$ cat src/rtl/matrix_display_reader_if.sv
// rtl/matrix_display_reader_if.sv - display request, store read port and byte stream bundle
interface matrix_display_reader_if;
    logic       disp_req;
    logic [3:0] disp_id;
    logic [2:0] disp_m;
    logic [2:0] disp_n;
    logic       start_disp;
    logic [3:0] matrix_id_sel;
    logic       read_en;
    logic [7:0] data_out;
    logic       meta_info_valid;
    logic       error_flag;
    logic [7:0] tx_data;
    logic       tx_valid;
    logic       tx_ready;
    logic       busy;
    logic       done;
    logic       err;

    modport master (
        input  disp_req, disp_id, disp_m, disp_n,
        input  data_out, meta_info_valid, error_flag, tx_ready,
        output start_disp, matrix_id_sel, read_en,
        output tx_data, tx_valid, busy, done, err
    );

    modport slave (
        output disp_req, disp_id, disp_m, disp_n,
        output data_out, meta_info_valid, error_flag, tx_ready,
        input  start_disp, matrix_id_sel, read_en,
        input  tx_data, tx_valid, busy, done, err
    );
endinterface

$ cat src/rtl/matrix_display_reader.sv
// rtl/matrix_display_reader.sv - walks a stored matrix and streams it as ASCII decimal rows
module matrix_display_reader #(
    parameter int SETTLE       = 2,
    parameter int META_TIMEOUT = 8
) (
    input  logic                    clk,
    input  logic                    rst_n,
    matrix_display_reader_if.master bus
);
    typedef enum logic [3:0] {
        S_IDLE,
        S_REQ,
        S_WAIT_META,
        S_SETTLE,
        S_FORMAT,
        S_SEND_DIG,
        S_SEND_SEP,
        S_ADVANCE,
        S_DONE,
        S_ABORT
    } state_t;

    localparam logic [3:0] SETTLE_LAST = 4'(SETTLE - 1);
    localparam logic [3:0] META_LAST   = 4'(META_TIMEOUT - 1);

    state_t     state_q, state_d;
    logic [3:0] id_q, id_d;
    logic [2:0] m_q, m_d;
    logic [2:0] n_q, n_d;
    logic [2:0] row_q, row_d;
    logic [2:0] col_q, col_d;
    logic [3:0] cnt_q, cnt_d;
    logic [7:0] elem_q, elem_d;
    logic [1:0] pos_q, pos_d;

    logic [7:0] hund, tens, units, digit;
    logic       last_col, last_row, bad_dims;

    logic       start_disp_c, read_en_c, tx_valid_c, busy_c, done_c, err_c;
    logic [7:0] tx_data_c;

    // Decimal split of the latched element; pos selects the digit being sent
    always_comb begin
        hund  = elem_q / 8'd100;
        tens  = (elem_q / 8'd10) % 8'd10;
        units = elem_q % 8'd10;
        case (pos_q)
            2'd0:    digit = hund;
            2'd1:    digit = tens;
            default: digit = units;
        endcase
    end

    assign last_col = (col_q == n_q - 3'd1);
    assign last_row = (row_q == m_q - 3'd1);
    assign bad_dims = (bus.disp_m == 3'd0) || (bus.disp_m > 3'd5) ||
                      (bus.disp_n == 3'd0) || (bus.disp_n > 3'd5);

    // Next-state and Moore outputs; every output is a function of the registered state
    always_comb begin
        state_d      = state_q;
        id_d         = id_q;
        m_d          = m_q;
        n_d          = n_q;
        row_d        = row_q;
        col_d        = col_q;
        cnt_d        = cnt_q;
        elem_d       = elem_q;
        pos_d        = pos_q;
        start_disp_c = 1'b0;
        read_en_c    = 1'b0;
        tx_valid_c   = 1'b0;
        tx_data_c    = 8'h00;
        busy_c       = 1'b0;
        done_c       = 1'b0;
        err_c        = 1'b0;
        case (state_q)
            S_IDLE: begin
                if (bus.disp_req) begin
                    id_d    = bus.disp_id;
                    m_d     = bus.disp_m;
                    n_d     = bus.disp_n;
                    state_d = bad_dims ? S_ABORT : S_REQ;
                end
            end
            S_REQ: begin
                busy_c       = 1'b1;
                start_disp_c = 1'b1;
                cnt_d        = 4'd0;
                row_d        = 3'd0;
                col_d        = 3'd0;
                state_d      = S_WAIT_META;
            end
            S_WAIT_META: begin
                busy_c = 1'b1;
                // error_flag takes priority over a simultaneous meta_info_valid
                if (bus.error_flag) begin
                    state_d = S_ABORT;
                end else if (bus.meta_info_valid) begin
                    cnt_d   = 4'd0;
                    state_d = S_SETTLE;
                end else if (cnt_q == META_LAST) begin
                    state_d = S_ABORT;
                end else begin
                    cnt_d = cnt_q + 4'd1;
                end
            end
            S_SETTLE: begin
                busy_c = 1'b1;
                if (cnt_q == SETTLE_LAST) begin
                    elem_d  = bus.data_out;
                    state_d = S_FORMAT;
                end else begin
                    cnt_d = cnt_q + 4'd1;
                end
            end
            S_FORMAT: begin
                busy_c = 1'b1;
                // Skip leading zeros; zero itself still sends its units digit
                if (elem_q >= 8'd100) begin
                    pos_d = 2'd0;
                end else if (elem_q >= 8'd10) begin
                    pos_d = 2'd1;
                end else begin
                    pos_d = 2'd2;
                end
                state_d = S_SEND_DIG;
            end
            S_SEND_DIG: begin
                busy_c     = 1'b1;
                tx_valid_c = 1'b1;
                tx_data_c  = 8'h30 + digit;
                if (bus.tx_ready) begin
                    if (pos_q == 2'd2) begin
                        pos_d   = 2'd0;
                        state_d = S_SEND_SEP;
                    end else begin
                        pos_d = pos_q + 2'd1;
                    end
                end
            end
            S_SEND_SEP: begin
                busy_c     = 1'b1;
                tx_valid_c = 1'b1;
                if (!last_col) begin
                    tx_data_c = 8'h20;
                    if (bus.tx_ready) begin
                        state_d = S_ADVANCE;
                    end
                end else if (pos_q == 2'd0) begin
                    tx_data_c = 8'h0D;
                    if (bus.tx_ready) begin
                        pos_d = 2'd1;
                    end
                end else begin
                    tx_data_c = 8'h0A;
                    if (bus.tx_ready) begin
                        state_d = S_ADVANCE;
                    end
                end
            end
            S_ADVANCE: begin
                busy_c    = 1'b1;
                read_en_c = 1'b1;
                cnt_d     = 4'd0;
                pos_d     = 2'd0;
                if (last_col) begin
                    col_d = 3'd0;
                    if (last_row) begin
                        state_d = S_DONE;
                    end else begin
                        row_d   = row_q + 3'd1;
                        state_d = S_SETTLE;
                    end
                end else begin
                    col_d   = col_q + 3'd1;
                    state_d = S_SETTLE;
                end
            end
            S_DONE: begin
                done_c  = 1'b1;
                state_d = S_IDLE;
            end
            S_ABORT: begin
                err_c   = 1'b1;
                state_d = S_IDLE;
            end
            default: state_d = S_IDLE;
        endcase
    end

    // State and datapath registers
    always_ff @(posedge clk or negedge rst_n) begin
        if (!rst_n) begin
            state_q <= S_IDLE;
            id_q    <= 4'd0;
            m_q     <= 3'd0;
            n_q     <= 3'd0;
            row_q   <= 3'd0;
            col_q   <= 3'd0;
            cnt_q   <= 4'd0;
            elem_q  <= 8'd0;
            pos_q   <= 2'd0;
        end else begin
            state_q <= state_d;
            id_q    <= id_d;
            m_q     <= m_d;
            n_q     <= n_d;
            row_q   <= row_d;
            col_q   <= col_d;
            cnt_q   <= cnt_d;
            elem_q  <= elem_d;
            pos_q   <= pos_d;
        end
    end

    assign bus.start_disp    = start_disp_c;
    assign bus.matrix_id_sel = id_q;
    assign bus.read_en       = read_en_c;
    assign bus.tx_data       = tx_data_c;
    assign bus.tx_valid      = tx_valid_c;
    assign bus.busy          = busy_c;
    assign bus.done          = done_c;
    assign bus.err           = err_c;
endmodule

$ cat src/flat_wrapper.sv
// flat-port wrapper written by rule: the top's interface ports become plain ports
module matrix_display_reader_flat 
#(
    parameter int SETTLE       = 2,
    parameter int META_TIMEOUT = 8
)
  (clk, rst_n, bus_disp_req, bus_disp_id, bus_disp_m, bus_disp_n, bus_data_out, bus_meta_info_valid, bus_error_flag, bus_tx_ready, bus_start_disp, bus_matrix_id_sel, bus_read_en, bus_tx_data, bus_tx_valid, bus_busy, bus_done, bus_err);
  matrix_display_reader_if bus_i ();
  input  logic clk;
  input  logic rst_n;
  input wire logic [$bits(bus_i.disp_req)-1:0] bus_disp_req;
  input wire logic [$bits(bus_i.disp_id)-1:0] bus_disp_id;
  input wire logic [$bits(bus_i.disp_m)-1:0] bus_disp_m;
  input wire logic [$bits(bus_i.disp_n)-1:0] bus_disp_n;
  input wire logic [$bits(bus_i.data_out)-1:0] bus_data_out;
  input wire logic [$bits(bus_i.meta_info_valid)-1:0] bus_meta_info_valid;
  input wire logic [$bits(bus_i.error_flag)-1:0] bus_error_flag;
  input wire logic [$bits(bus_i.tx_ready)-1:0] bus_tx_ready;
  output wire logic [$bits(bus_i.start_disp)-1:0] bus_start_disp;
  output wire logic [$bits(bus_i.matrix_id_sel)-1:0] bus_matrix_id_sel;
  output wire logic [$bits(bus_i.read_en)-1:0] bus_read_en;
  output wire logic [$bits(bus_i.tx_data)-1:0] bus_tx_data;
  output wire logic [$bits(bus_i.tx_valid)-1:0] bus_tx_valid;
  output wire logic [$bits(bus_i.busy)-1:0] bus_busy;
  output wire logic [$bits(bus_i.done)-1:0] bus_done;
  output wire logic [$bits(bus_i.err)-1:0] bus_err;
  assign bus_i.disp_req = bus_disp_req;
  assign bus_i.disp_id = bus_disp_id;
  assign bus_i.disp_m = bus_disp_m;
  assign bus_i.disp_n = bus_disp_n;
  assign bus_i.data_out = bus_data_out;
  assign bus_i.meta_info_valid = bus_meta_info_valid;
  assign bus_i.error_flag = bus_error_flag;
  assign bus_i.tx_ready = bus_tx_ready;
  assign bus_start_disp = bus_i.start_disp;
  assign bus_matrix_id_sel = bus_i.matrix_id_sel;
  assign bus_read_en = bus_i.read_en;
  assign bus_tx_data = bus_i.tx_data;
  assign bus_tx_valid = bus_i.tx_valid;
  assign bus_busy = bus_i.busy;
  assign bus_done = bus_i.done;
  assign bus_err = bus_i.err;
  matrix_display_reader #(.SETTLE(SETTLE), .META_TIMEOUT(META_TIMEOUT)) u_core (.clk(clk), .rst_n(rst_n), .bus(bus_i));
endmodule
$ cat config.mk
export PLATFORM = sky130hd
export DESIGN_NAME = matrix_display_reader_flat
export DESIGN_NICKNAME = d
export VERILOG_FILES = /design/src/rtl/matrix_display_reader_if.sv /design/src/rtl/matrix_display_reader.sv /design/src/flat_wrapper.sv
export SDC_FILE = /design/constraint.sdc
export NUM_CORES = 1
export LEC_CHECK = 0
export CAP_MARGIN = 0
export CORE_ASPECT_RATIO = 1.5
export CORE_MARGIN = 1.5
export CORE_UTILIZATION = 55
export CTS_BUF_LIST = sky130_fd_sc_hd__clkbuf_8
export CTS_CLUSTER_SIZE = 10
export DETAILED_ROUTE_END_ITERATION = 10
export PLACE_DENSITY = 0.79
export SKIP_CTS_REPAIR_TIMING = 1
export SLEW_MARGIN = 20
export SYNTH_ARGS = -nofsm -noshare
export SYNTH_HDL_FRONTEND = slang
export SYNTH_SLANG_ARGS = --single-unit
$ cat constraint.sdc
create_clock -name clk -period 12.7 [get_ports clk]
set_input_delay 1.27 -clock clk [delete_from_list [all_inputs] [get_ports clk]]
set_output_delay 1.27 -clock clk [all_outputs]
set_load 0.01 [all_outputs]
==> metrics.cfg <==
[critical_path]
critical_path_class=reg2out
r2r_start=u_core.n_q[0]$_DFFE_PN0P_
crit_path_top_delay_cell=sky130_fd_sc_hd__dfrtp_1
worstRegToRegCells=11
crit_cells=21
regToRegSetupSlack_ns=10.09
cp_common_cell=sky130_fd_sc_hd__nand2_1
path_cells=nand2_1 > ha_1 > nor2b_1 > or3_1 > a21o_1 > a22oi_1 > nor3_1 > o41ai_1 > ha_1 > inv_1 > a2111oi_4 > or3b_4 > a221oi_1 > nand2_1 > mux2i_1 > ha_1 > nand2_1 > or4b_1 > o311a_1 > nand2_1 > clkdlybuf4s50_1
cp.arrival_ns=6.89
endpoint_kind=output pin
cp-start-kind=register
critPathBufInv=2
crit_path_max_incr_delay_ns=0.78
critical_path_peak_fanout=25
timing.critical_path.from=u_core.elem_q[6]$_DFFE_PN0P_
rr_endpoint=u_core.state_q[2]$_DFFE_PN0P_
setup.worst_path.end=bus_tx_data[6]
critPathTopFamily=compound AO/OA/AOI/OAI gates
timing.critical_path.required_ns=11.43

[drt]
num_vias=3445
route.detailed.wl_per_inst_um=16.81
vias_per_cell=6.549
drc=0
postRouteWirelength_mm=8.841
1st_iter_drt_viols=392
detailedRoute.firstPassIterationCount=6
antenna_left=0

[hold_path]
hold_path.class=reg2reg

[global_routing]
grt_start_max_net_pins=35
groute.usage.overall_pct=27.87
grt_overflow=0
grt_pass1_vias=3270
grt_first_pass_wirelength_mm=14.66
grt_antenna_before_repair=0

[yosys]
number_of_flops_mapped_to_enable_cells_by_yosys=0
synth_top_cells_by_count=36 x sky130_fd_sc_hd__nand2_1, 34 x sky130_fd_sc_hd__dfrtp_1, 32 x sky130_fd_sc_hd__nor2_1
average_cell_area_after_synthesis_sq_um=7.972
synth_area_sq_um=3412
yosysWarningCount=0
async_flop_share_pct=100.0
synth_seq_area_share_pct=24.94
synth_cells=428
yosys.cell_count.top_type=sky130_fd_sc_hd__nand2_1
mappedNetlistNets=462
synth-main-ff-cell=sky130_fd_sc_hd__dfrtp_1
synth.distinct_cells=80
synth.area.top_cells=sky130_fd_sc_hd__dfrtp_1 25%, sky130_fd_sc_hd__mux2_2 6.6%, sky130_fd_sc_hd__o21ai_0 4.3%
synth_seq_cells=34
post-synth-top-area-cell=sky130_fd_sc_hd__dfrtp_1
synth_top_area_share_pct=24.94

[timing]
final.setup.worst_slack_ns=4.537
timing.max_slew.rel_slack_pct=41.87
timing.final.hold_violations=0
timing.fmax_mhz=122.5
worst_clock_skew_ns=0.005823
worst_pin_slew_ns=0.8606
final_count_of_negative_setup_slack_endpoints=0
final.setup.tns_ns=0
finalMaxSlewViolations=0
period_share_pct=64.28
unrepaired_setup_endpoints_after_global_routing=false
fin_crit_ns=8.163

[placed_design]
minimum_setup_slack_after_placement_ns=4.936
numPortBuffers=41
detailedPlacementHpwl_mm=6.467
post_detailed_placement_cell_area_sq_um=3801
globalplace.congestion=0.9157

[layout]
final_layout_size_suffix_gt1_share_pct=10.40
final_util_pct=64.75
insertedDiodeCount=0
final_net_count=485
area.sequential_sq_um=850.8
flow.area_growth_from_synthesis_pct=15.51
finish.instance_area_sq_um=3941
multi_input_comb_area_sq_um=2382
number_of_filler_instances_in_the_final_layout=514

[floorplanning]
floorplan.initialDensity_pct=56.05
floorplan.die.width_um=67.31
die-area_sq_um=6695
floorplan.rows=35
die_height_um=99.47
ioPinCount=42
core_sq_um=6087

[outcome]
outcome=finished, final reports clean

[run]
maxCapViolations=0

[cts]
cts_tree=built
cts-buffers-inserted=5
cts-root-to-sink-buffers=2
clkSlewWorstSetupHoldPaths_ns=0.08
h_tree_lvls=2
clockRootBuffer=sky130_fd_sc_hd__clkbuf_8
cts.sinks=34
worst_skew_pair.late_latency_ns=0.30

==> sequential cells by signal (all words and copies together), names as in the netlist <==
name                      cells
u_core.cnt_q                  4
u_core.row_q                  3
u_core.pos_q                  2
u_core.col_q                  3
u_core.bus.matrix_id_sel      4
u_core.state_q                4
u_core.n_q                    3
u_core.elem_q                 8
u_core.m_q                    3
==> cells in the final DEF (no fill, tap or decap), types with 5 or more instances in the layout <==
cell	n
sky130_fd_sc_hd__clkdlybuf4s50_1	41
sky130_fd_sc_hd__nand2_1	36
sky130_fd_sc_hd__dfrtp_1	34
sky130_fd_sc_hd__nor2_1	32
sky130_fd_sc_hd__o21ai_0	29
sky130_fd_sc_hd__a21oi_1	27
sky130_fd_sc_hd__nor3_1	21
sky130_fd_sc_hd__mux2_2	20
sky130_fd_sc_hd__inv_1	15
sky130_fd_sc_hd__nand3_1	11
sky130_fd_sc_hd__nand2b_1	10
sky130_fd_sc_hd__a31oi_1	10
sky130_fd_sc_hd__ha_1	10
sky130_fd_sc_hd__nor2b_1	9
sky130_fd_sc_hd__and2_1	8
sky130_fd_sc_hd__xor2_1	8
sky130_fd_sc_hd__o31ai_1	7
sky130_fd_sc_hd__or3_1	7
sky130_fd_sc_hd__o21a_1	6
sky130_fd_sc_hd__and3_1	5
sky130_fd_sc_hd__a21boi_0	5
sky130_fd_sc_hd__clkbuf_8	5
==> worst reg2reg max path, cell delays in order (launching register included) <==
cell and delay [ns]:
sky130_fd_sc_hd__dfrtp_1 0.39, sky130_fd_sc_hd__inv_1 0.06, sky130_fd_sc_hd__ha_1 0.20, sky130_fd_sc_hd__xor2_1 0.15, sky130_fd_sc_hd__xnor2_1 0.23, sky130_fd_sc_hd__nand3_1 0.21, sky130_fd_sc_hd__nor3_1 0.45, sky130_fd_sc_hd__inv_1 0.15
sky130_fd_sc_hd__o21ai_0 0.19, sky130_fd_sc_hd__a21oi_1 0.17, sky130_fd_sc_hd__a21boi_0 0.18, sky130_fd_sc_hd__o21ai_0 0.15
==> metrics by stage <==
step	instances	hold WS [ns]
global placement	518	0.4893
global route	526	0.5362
floorplan	428	0.4794
finish	526	0.5138
detailed placement	518	0.4967
CTS	526	0.5135
==> worst min-delay path by stage <==
| stage | from | end | slack, ns | cells after the start |
|---|---|---|---|---|
| detailed placement | u_core.n_q[1]$_DFFE_PN0P_ | u_core.n_q[1]$_DFFE_PN0P_ | 0.50 | 1 |
| global placement | u_core.m_q[1]$_DFFE_PN0P_ | u_core.m_q[1]$_DFFE_PN0P_ | 0.49 | 1 |
| global route | u_core.bus.matrix_id_sel[0]$_DFFE_PN0P_ | u_core.bus.matrix_id_sel[0]$_DFFE_PN0P_ | 0.54 | 1 |
| floorplan | u_core.m_q[1]$_DFFE_PN0P_ | u_core.m_q[1]$_DFFE_PN0P_ | 0.48 | 1 |
| finish | u_core.bus.matrix_id_sel[1]$_DFFE_PN0P_ | u_core.bus.matrix_id_sel[1]$_DFFE_PN0P_ | 0.51 | 1 |
| CTS | u_core.n_q[1]$_DFFE_PN0P_ | u_core.n_q[1]$_DFFE_PN0P_ | 0.51 | 1 |
==> final cells by class <==
cell class / count / share of cell area, %
clock buffer: 5 / 1.746
clock inverter: 3 / 1.746
inverter: 16 / 1.524
multi-input combinational: 352 / 60.44
sequential: 34 / 21.59
tap: 74 / 2.349
timing repair buffer: 42 / 10.60
==> logic make-up after synthesis <==
kind of cell | after synthesis | share of synthesized area [%]
AOI/OAI and AO/OA | 139 | 29.23
buffers and inverters | 42 | 5.317
and+or+nand+nor | 169 | 26.59
xor gates and xnor gates | 12 | 3.080
muxes | 22 | 7.188
adders and majority gates | 10 | 3.667
DFF | 34 | 24.94
==> layer usage <==
layer / GRT usage [%] / up-vias / share of wire (%)
met5: 0 / - / 0
met2: 47.91 / 123 / 53
li1: - / 1656 / -
met4: 16.48 / 0 / 4.8
met3: 2.941 / 38 / 3.1
met1: 32.46 / 1628 / 39
Power is left out: the tool's default activity adds up to more than one toggle a clock period on the data nets, which glitch-free logic cannot reach.
